## src/rtl/mc_ctrl_pkg.sv

```systemverilog
// Shared constants for the multi-cycle MIPS controller: opcodes, functs, FSM states and mux encodings.
// sel_of() maps an instruction class to the datapath selects held through EXEC, MEM and WB.
package mc_ctrl_pkg;

  localparam logic [5:0] OP_RTYPE = 6'h00;
  localparam logic [5:0] OP_J     = 6'h02;
  localparam logic [5:0] OP_JAL   = 6'h03;
  localparam logic [5:0] OP_BEQ   = 6'h04;
  localparam logic [5:0] OP_ORI   = 6'h0D;
  localparam logic [5:0] OP_LUI   = 6'h0F;
  localparam logic [5:0] OP_LW    = 6'h23;
  localparam logic [5:0] OP_SW    = 6'h2B;

  localparam logic [5:0] FN_JR    = 6'h08;
  localparam logic [5:0] FN_ADDU  = 6'h21;
  localparam logic [5:0] FN_SUBU  = 6'h23;

  localparam logic [2:0] ST_FETCH  = 3'd0;
  localparam logic [2:0] ST_DECODE = 3'd1;
  localparam logic [2:0] ST_EXEC   = 3'd2;
  localparam logic [2:0] ST_MEM    = 3'd3;
  localparam logic [2:0] ST_WB     = 3'd4;

  localparam logic [1:0] NPC_PC4  = 2'b00;
  localparam logic [1:0] NPC_BEQ  = 2'b01;
  localparam logic [1:0] NPC_JUMP = 2'b10;
  localparam logic [1:0] NPC_RS   = 2'b11;

  localparam logic [1:0] M1_RT = 2'b00;
  localparam logic [1:0] M1_RD = 2'b01;
  localparam logic [1:0] M1_RA = 2'b10;

  localparam logic [1:0] M3_ALU = 2'b00;
  localparam logic [1:0] M3_DM  = 2'b01;
  localparam logic [1:0] M3_PC4 = 2'b10;

  localparam logic [1:0] ALU_ADD = 2'b00;
  localparam logic [1:0] ALU_SUB = 2'b01;
  localparam logic [1:0] ALU_OR  = 2'b10;

  localparam logic [1:0] EXT_ZERO = 2'b00;
  localparam logic [1:0] EXT_SIGN = 2'b01;
  localparam logic [1:0] EXT_LUI  = 2'b10;

  // One-hot class bit positions; an all-zero class vector means "unrecognised"
  localparam int CLS_W  = 10;
  localparam int C_ADDU = 0;
  localparam int C_SUBU = 1;
  localparam int C_ORI  = 2;
  localparam int C_LUI  = 3;
  localparam int C_LW   = 4;
  localparam int C_SW   = 5;
  localparam int C_BEQ  = 6;
  localparam int C_J    = 7;
  localparam int C_JAL  = 8;
  localparam int C_JR   = 9;

  typedef struct packed {
    logic [1:0] mux1;
    logic       mux2;
    logic [1:0] mux3;
    logic [1:0] aluop;
    logic [1:0] extop;
  } sel_t;

  function automatic sel_t sel_of(input logic [CLS_W-1:0] cls);
    sel_t s;
    s = '0;
    if (cls[C_ADDU] || cls[C_SUBU]) begin
      s.mux1  = M1_RD;
      s.mux3  = M3_ALU;
      s.aluop = cls[C_SUBU] ? ALU_SUB : ALU_ADD;
    end
    if (cls[C_ORI] || cls[C_LUI]) begin
      s.mux1  = M1_RT;
      s.mux2  = 1'b1;
      s.aluop = ALU_OR;
      s.extop = cls[C_LUI] ? EXT_LUI : EXT_ZERO;
    end
    if (cls[C_LW] || cls[C_SW]) begin
      s.mux2  = 1'b1;
      s.aluop = ALU_ADD;
      s.extop = EXT_SIGN;
    end
    if (cls[C_LW]) s.mux3 = M3_DM;
    if (cls[C_BEQ]) s.aluop = ALU_SUB;
    return s;
  endfunction

endpackage

```

## src/rtl/mc_decode.sv

```systemverilog
// Combinational instruction classifier: opcode/funct of the IR to a one-hot class vector.
module mc_decode
  import mc_ctrl_pkg::*;
(
  input  logic [31:0]      instr,
  output logic [CLS_W-1:0] cls
);

  logic [5:0] op;
  logic [5:0] fn;
  logic       unused_bits;

  assign op          = instr[31:26];
  assign fn          = instr[5:0];
  assign unused_bits = ^instr[25:6];

  always_comb begin
    cls         = '0;
    cls[C_ADDU] = (op == OP_RTYPE) && (fn == FN_ADDU);
    cls[C_SUBU] = (op == OP_RTYPE) && (fn == FN_SUBU);
    cls[C_JR]   = (op == OP_RTYPE) && (fn == FN_JR);
    cls[C_ORI]  = (op == OP_ORI);
    cls[C_LUI]  = (op == OP_LUI);
    cls[C_LW]   = (op == OP_LW);
    cls[C_SW]   = (op == OP_SW);
    cls[C_BEQ]  = (op == OP_BEQ);
    cls[C_J]    = (op == OP_J);
    cls[C_JAL]  = (op == OP_JAL);
  end

endmodule

```

## src/rtl/mc_ctrl.sv

```systemverilog
// Multi-cycle MIPS control FSM (FETCH/DECODE/EXEC/MEM/WB), 2..5 cycles per instruction, Moore outputs.
// Define MC_CTRL_RETIRE_CNT_EN to build the retired-instruction counter; otherwise retired is tied to 0.
module mc_ctrl
  import mc_ctrl_pkg::*;
(
  input  logic        clk,
  input  logic        reset,
  input  logic [31:0] Instr,
  output logic        IRWE,
  output logic        PCWE,
  output logic [1:0]  NPCOp,
  output logic [1:0]  MUX1,
  output logic        MUX2,
  output logic [1:0]  MUX3,
  output logic [1:0]  ALUOp,
  output logic [1:0]  EXTOp,
  output logic        GRFWE,
  output logic        DMWE,
  output logic        DMRE,
  output logic [31:0] retired
);

  logic [2:0]       state;
  logic [2:0]       state_nxt;
  logic [CLS_W-1:0] cls;
  sel_t             sel;

  mc_decode u_decode (
    .instr (Instr),
    .cls   (cls)
  );

  always_comb begin
    state_nxt = ST_FETCH;
    case (state)
      ST_FETCH:  state_nxt = ST_DECODE;
      ST_DECODE: begin
        if (cls[C_ADDU] || cls[C_SUBU] || cls[C_ORI] || cls[C_LUI] ||
            cls[C_LW] || cls[C_SW] || cls[C_BEQ])
          state_nxt = ST_EXEC;
      end
      ST_EXEC: begin
        if (cls[C_LW] || cls[C_SW])
          state_nxt = ST_MEM;
        else if (cls[C_ADDU] || cls[C_SUBU] || cls[C_ORI] || cls[C_LUI])
          state_nxt = ST_WB;
      end
      ST_MEM:    state_nxt = cls[C_LW] ? ST_WB : ST_FETCH;
      default:   state_nxt = ST_FETCH;
    endcase
  end

  always_ff @(posedge clk) begin
    if (reset) state <= ST_FETCH;
    else       state <= state_nxt;
  end

  // Reset gates every output so an aborted instruction cannot leak a write strobe
  always_comb begin
    IRWE  = 1'b0;
    PCWE  = 1'b0;
    NPCOp = NPC_PC4;
    MUX1  = M1_RT;
    MUX2  = 1'b0;
    MUX3  = M3_ALU;
    ALUOp = ALU_ADD;
    EXTOp = EXT_ZERO;
    GRFWE = 1'b0;
    DMWE  = 1'b0;
    DMRE  = 1'b0;
    sel   = sel_of(cls);
    if (!reset) begin
      case (state)
        ST_FETCH: begin
          IRWE  = 1'b1;
          PCWE  = 1'b1;
          NPCOp = NPC_PC4;
        end
        ST_DECODE: begin
          if (cls[C_J] || cls[C_JAL]) begin
            PCWE  = 1'b1;
            NPCOp = NPC_JUMP;
          end
          if (cls[C_JAL]) begin
            GRFWE = 1'b1;
            MUX1  = M1_RA;
            MUX3  = M3_PC4;
          end
          if (cls[C_JR]) begin
            PCWE  = 1'b1;
            NPCOp = NPC_RS;
          end
        end
        ST_EXEC, ST_MEM, ST_WB: begin
          MUX1  = sel.mux1;
          MUX2  = sel.mux2;
          MUX3  = sel.mux3;
          ALUOp = sel.aluop;
          EXTOp = sel.extop;
          if (state == ST_EXEC && cls[C_BEQ]) begin
            PCWE  = 1'b1;
            NPCOp = NPC_BEQ;
          end
          if (state == ST_MEM) begin
            DMRE = cls[C_LW];
            DMWE = cls[C_SW];
          end
          if (state == ST_WB) GRFWE = 1'b1;
        end
        default: ;
      endcase
    end
  end

`ifdef MC_CTRL_RETIRE_CNT_EN
  logic [31:0] retired_q;
  logic        retire;

  assign retire = (state == ST_DECODE || state == ST_EXEC || state == ST_MEM || state == ST_WB) &&
                  (state_nxt == ST_FETCH);

  always_ff @(posedge clk) begin
    if (reset)       retired_q <= '0;
    else if (retire) retired_q <= retired_q + 32'd1;
  end

  assign retired = retired_q;
`else
  assign retired = '0;
`endif

endmodule
```

## config.mk

```make
export PLATFORM = sky130hd
export DESIGN_NAME = mc_ctrl
export DESIGN_NICKNAME = d
export VERILOG_FILES = /design/src/rtl/mc_ctrl_pkg.sv /design/src/rtl/mc_decode.sv /design/src/rtl/mc_ctrl.sv
export SDC_FILE = /design/constraint.sdc
export NUM_CORES = 1
export LEC_CHECK = 0
export BUFFER_PORTS_ARGS = -buffer_cell sky130_fd_sc_hd__buf_2
export CAP_MARGIN = 20
export CORE_MARGIN = 10
export CORE_UTILIZATION = 33
export CTS_CLUSTER_SIZE = 20
export DETAILED_ROUTE_END_ITERATION = 8
export PLACE_DENSITY_LB_ADDON = 0.25
export SLEW_MARGIN = 25
export SYNTH_ARGS = -nofsm -noshare
export SYNTH_HDL_FRONTEND = slang
export SYNTH_SLANG_ARGS = --single-unit
```

## constraint.sdc

```tcl
create_clock -name clk -period 2 [get_ports clk]
set_input_delay 0.4 -clock clk [delete_from_list [all_inputs] [get_ports clk]]
set_output_delay 0.4 -clock clk [all_outputs]
set_load 0.02 [all_outputs]
```

Word-level counts from Yosys, hierarchy flattened. Index checks and enable logic that the tools add are counted.

Bits in registers: 3. Latch bits: 0. RAM bits: 0. Bits in read-only memories: 0. Input bits: 34. Output and inout port bits: 48. Logic and storage cells: 79. Memories kept: 0.

$add $sub $neg: 0. $mul: 0. Div/mod/pow operators: 0. Magnitude comparators: 0. Equal/unequal tests: 14. Shift-type cells: 0. Multiplexer cells: 48. Bitwise gates (word level): 0. Reduce and logical (&&, ||, !) cells: 16.

Operators by type and width (number): 2-bit two-way mux (14); 6-bit == test, second input constant (4); 1-bit two-way mux (22); 6-bit by 4-bit == test with 1-bit output, second input constant (3); 6-bit by 2-bit == test with 1-bit output, second input constant (2); 3-bit two-way mux (4); 2-bit one-hot mux with 2 select lines (3); 3-bit one-hot mux with 4 select lines (1); 1-bit logical OR (9); 4-bit two-way mux (2); 3-bit by 2-bit == test with 1-bit output, second input constant (2); 6-bit by 3-bit == test with 1-bit output, second input constant (1); 6-bit zero test (1); 1-bit logical AND (4); 3-bit by 1-bit == test with 1-bit output, second input constant (1); 3-bit == test, second input constant (1); 3-bit zero test (1); 1-bit one-hot mux with 3 select lines (1); 3-bit OR reduction (1); 1-bit one-hot mux with 2 select lines (1).

Longest topological paths before layout.
Word-level depth: 10. Depth in mapped cells: 5. Mapped depth without buffers: 4.

Hierarchy. A second synthesis with hierarchy kept.

Cell total of the unflattened synthesis: 103. Area, all modules: 711.9 um^2.

By module, submodules not included: mc_ctrl (times used 1, cells an instance 83, area an instance 579.3 um^2, sequential area each 60.1 um^2); mc_decode (times used 1, cells an instance 20, area an instance 132.6 um^2, sequential area each 0.0 um^2).

Least setup slack after synthesis. No wires, ideal clock.

Path kind: in2out. From: input port Instr[30]. To: output port MUX3[1]. Arrival: 1.664 ns. Data required time: 1.600 ns. Slack: -0.064 ns. Stages: 4. Path buffers: 1. Path through: nor4_4 > nand3b_2 > nor3_1 > buf_4.

Cells in the longest elaborated chain, start to end: 4.

Ends and longest elaborated chain: start: declaration (RTL line mc_ctrl.sv:8) `input logic [31:0] Instr,`; 6-bit by 2-bit == test with 1-bit output (RTL line mc_decode.sv:28) `cls[C_JAL] = (op == OP_JAL);`; 2-bit two-way mux (RTL line mc_ctrl.sv:84) `if (cls[C_JAL]) begin`; 2-bit one-hot mux with 2 select lines (RTL line mc_ctrl.sv:73) `case (state)`; 2-bit two-way mux (RTL line mc_ctrl.sv:72) `if (!reset) begin`; end: declaration (RTL line mc_ctrl.sv:14) `output logic [1:0] MUX3,`.

No other way between the ends.

Final worst setup path.
From: input port Instr[31]. To: output port PCWE.

Cells in the longest elaborated chain, start to end: 6. Elaborated cells on any way between the ends: 12. Classes of those cells: 3 x eq/ne; 5 x mux; 4 x reduce/logical.

Ends and longest elaborated chain: 6-bit by 2-bit == test with 1-bit output (on tied branches) (RTL line mc_decode.sv:27, mc_decode.sv:28); 1-bit logical OR (RTL line mc_ctrl.sv:80) `if (cls[C_J] || cls[C_JAL]) begin`; 1-bit two-way mux (RTL line mc_ctrl.sv:80); 1-bit two-way mux (RTL line mc_ctrl.sv:89) `if (cls[C_JR]) begin`; 1-bit one-hot mux with 3 select lines (*) (RTL line mc_ctrl.sv:73); 1-bit two-way mux (*) (RTL line mc_ctrl.sv:72); end: declaration (RTL line mc_ctrl.sv:10) `output logic PCWE,`.

Every way passes the cells marked *; elsewhere a longest branch is shown, timed or not.

==> out/results.ini <==
[sta]
setup_viol_count_final = 3
fin_setup_tns_ns = -0.0206
achievable-frequency_mhz = 497
worst_hold_slack_across_all_endpoints_ns = 0.508
finalHoldViolations = 0
finalCriticalPeriod_ns = 2.01
rsz_0062_raised_after_global_routing = true
timing.final.crit_share_pct = 101
worst_clock_skew_ns = 0.00154
slew_viol_final = 0
worst_slack_ns = -0.0111

[clocking]
cts_root_buf = sky130_fd_sc_hd__clkbuf_4
ctsHtreeMaxLevel = 1
cts_tree = done
cts_sinks = 3
worst_setup_hold_path_clk_slew_ns = 0.04
max-clock-path-buffers = 2
clk_latency_ns = 0.23
tritoncts.num_buffers = 3

[drt]
mean_number_of_vias_per_cell = 4.47
route.antenna.remaining_nets = 0
drt-wirelength-per-cell_um = 14.1
dr_total_vias = 769
dr_iter_0_viols = 33
detail_route.first_pass.iterations = 4
drc_errors = 0
routed_wl_um = 2420

[power_and_ir_drop]
cellLeakagePower_nw = 0.542
power.internal_uw = 191
vdd_ir_drop_max_mv = 0.220
share_clk_of_total_power_pct = 31.3
power_per_cell_area_mw_per_mm2 = 304
p_seq_share_pct = 19.1
p_sw_uw = 138
p_comb_share_pct = 49.7
power.switching_fraction_pct = 41.9

[run_status]
status = finished with violations
violations = setup timing

[setup_path]
worstRegToRegCells = 4
worst-endpoint-required_ns = 1.60
critPathKind = input port to output port
startpoint_of_the_lowest_slack_register_to_register_path = state[0]
reg2reg_slack_ns = 0.85
kind_of_launch_point_of_the_worst_setup_path = input port
crit_start = Instr[31]
crit_fanout = 4
timing.rr.end = state[1]
worst_setup_path_end_kind = output port
timing.critical_path.arrival_ns = 1.61

[yosys]
postSynthCellCount = 96
syn_avg_cell_area_um2 = 7.36
synth_area_leaders = sky130_fd_sc_hd__buf_4, sky130_fd_sc_hd__dfxtp_1, sky130_fd_sc_hd__a2111oi_4
yosys_register_bits = 3
synth_async_sr_flop_share_pct = 0
synthesis.yosys.warnings = 0
synth_enable_flop_cells = 0
synth_cell_types = 34
dominantRegCellSynth = sky130_fd_sc_hd__dfxtp_1
yosys.area.top_type = sky130_fd_sc_hd__buf_4
synthDominantCellAreaShare_pct = 35.0
synth.cell_area_um2 = 707
seq_area_frac_synth_pct = 8.50

[floorplanning]
core-area_mm2 = 0.00200
floorplan.die.height_um = 66.3
chip_width_um = 66.3
initial_core_utilization_pct = 35.3
boundaryPins = 82
die_area_mm2 = 0.00439
placement_rows = 16

[hold_path]
hold_end = state[0]
hp-class = input port to flop
worstHoldPathCells = 2
min_from = reset

[cells_and_area]
top_regs = state x3
final.fill_count = 208
registers.top_by_ff_count = state
antenna_cells_inserted = 0
syn_to_final_growth_pct = 53.5
drive_above_1_share_pct = 51.0
fin_util_pct = 54.2
layout.nets = 180
largest_register_ffs = 3

[placed_design]
finalWeightedCongestion = 0.799
hpwlAfterDp_um = 1930
pre_cts_slack_ns = -0.111
io_buffers = 29

[global_route]
grt_antenna_before_repair = 0
first_pass_grt_wire_length_um = 3510
first_global_vias = 775
grt-ovfl-total = 0
overall_global_routing_resource_usage_pct = 9.64
largest_net_degree_at_the_start_of_global_routing = 10

[flow_run]
cap_violations = 0

[cell usage in the layout (no fill, tap or decap), types with 3 or more instances in the layout]
cell type and instances:
sky130_fd_sc_hd__nand2_1 3, sky130_fd_sc_hd__clkbuf_4 4, sky130_fd_sc_hd__buf_8 3, sky130_fd_sc_hd__conb_1 32, sky130_fd_sc_hd__buf_4 25, sky130_fd_sc_hd__buf_2 17, sky130_fd_sc_hd__nand2b_1 3, sky130_fd_sc_hd__buf_6 5
sky130_fd_sc_hd__nand3_1 4, sky130_fd_sc_hd__dfxtp_1 3, sky130_fd_sc_hd__nor2_1 6
[metrics by stage]
stage	cell area [µm²]	cells	power (mW)
5_1_grt	1080	172	0.355
3_5_place_dp	893	166	0.201
3_3_place_gp	893	166	0.199
2_1_floorplan	828	127	0.201
6_report	1080	172	0.330
4_1_cts	983	171	0.316
[what timing repair did]
action / 4_1_cts / 5_1_grt
gates resized for setup: 15 / 24
hold buffers: 0 / 0
pin swaps: 7 / 7
setup buffers: 1 / 1
endpoints found under the setup margin: 8 / 12
[worst max-delay path by stage]
stage	end	slack, ns	cells after the start
2_1_floorplan	GRFWE	-0.002	4
3_3_place_gp	GRFWE	-0.1	6
3_5_place_dp	GRFWE	-0.11	6
4_1_cts	GRFWE	-0.007	6
5_1_grt	NPCOp[0]	-0.09	7
6_report	PCWE	-0.01	7
[metal layers]
metal / share of wire (%) / vias to the layer above / GRT usage, % / wire length (µm)
met5: 0 / - / 0 / 0
met4: 0 / 0 / 2.36 / 0
met3: 11 / 0 / 4.58 / 262
met2: 53 / 40 / 17.3 / 1280
met1: 36 / 359 / 9.73 / 878
li1: - / 370 / - / -
[layout make-up]
| type | count | area [µm²] | share of cell area, % |
|---|---|---|---|
| inverter | 2 | 7.51 | 0.692 |
| timing repair buffer | 51 | 382 | 35.2 |
| clock buffer | 4 | 26.3 | 2.42 |
| multi-input combinational | 85 | 576 | 53.1 |
| tap | 27 | 33.8 | 3.11 |
| sequential | 3 | 60.1 | 5.54 |
[critical path: stages]
cell and delay [ns]:
sky130_fd_sc_hd__buf_8 0.10, sky130_fd_sc_hd__nor4_4 0.36, sky130_fd_sc_hd__nand3b_4 0.14, sky130_fd_sc_hd__buf_6 0.14
sky130_fd_sc_hd__o22a_1 0.15, sky130_fd_sc_hd__a21boi_1 0.15, sky130_fd_sc_hd__buf_4 0.17
[kinds of logic (layout without fill, tap and decap cells)]
kind of cell | Yosys count | after routing | share of synthesized area (%)
AOI/OAI and AO/OA | 14 | 14 | 16.8
DFF | 3 | 3 | 8.50
xor gates and xnor gates | 1 | 1 | 1.24
buffers and inverters | 39 | 57 | 38.4
other | 1 | 32 | 0.530
and+or+nand+nor | 38 | 38 | 34.5
[cell usage after synthesis (all sizes together) (2+ instances only)]
master  count
nor3        5
nor2        7
clkbuf      2
nor2b       2
inv         2
nor4        3
buf        35
nor4b       2
a21oi       4
nand2b      3
dfxtp       3
a21o        2
nand3       4
nand4       2
nand2       5
[power groups by stage]
| stage | combinational (mW) | clock, mW | sequential [mW] |
|---|---|---|---|
| 6_report | 0.164 | 0.103 | 0.0629 |
| 4_1_cts | 0.145 | 0.108 | 0.0628 |
| 2_1_floorplan | 0.138 | 0 | 0.0631 |
| 5_1_grt | 0.174 | 0.117 | 0.0632 |
| 3_5_place_dp | 0.137 | 0 | 0.0637 |
| 3_3_place_gp | 0.135 | 0 | 0.0635 |
Note: power is estimated with default switching activity, not from simulation.
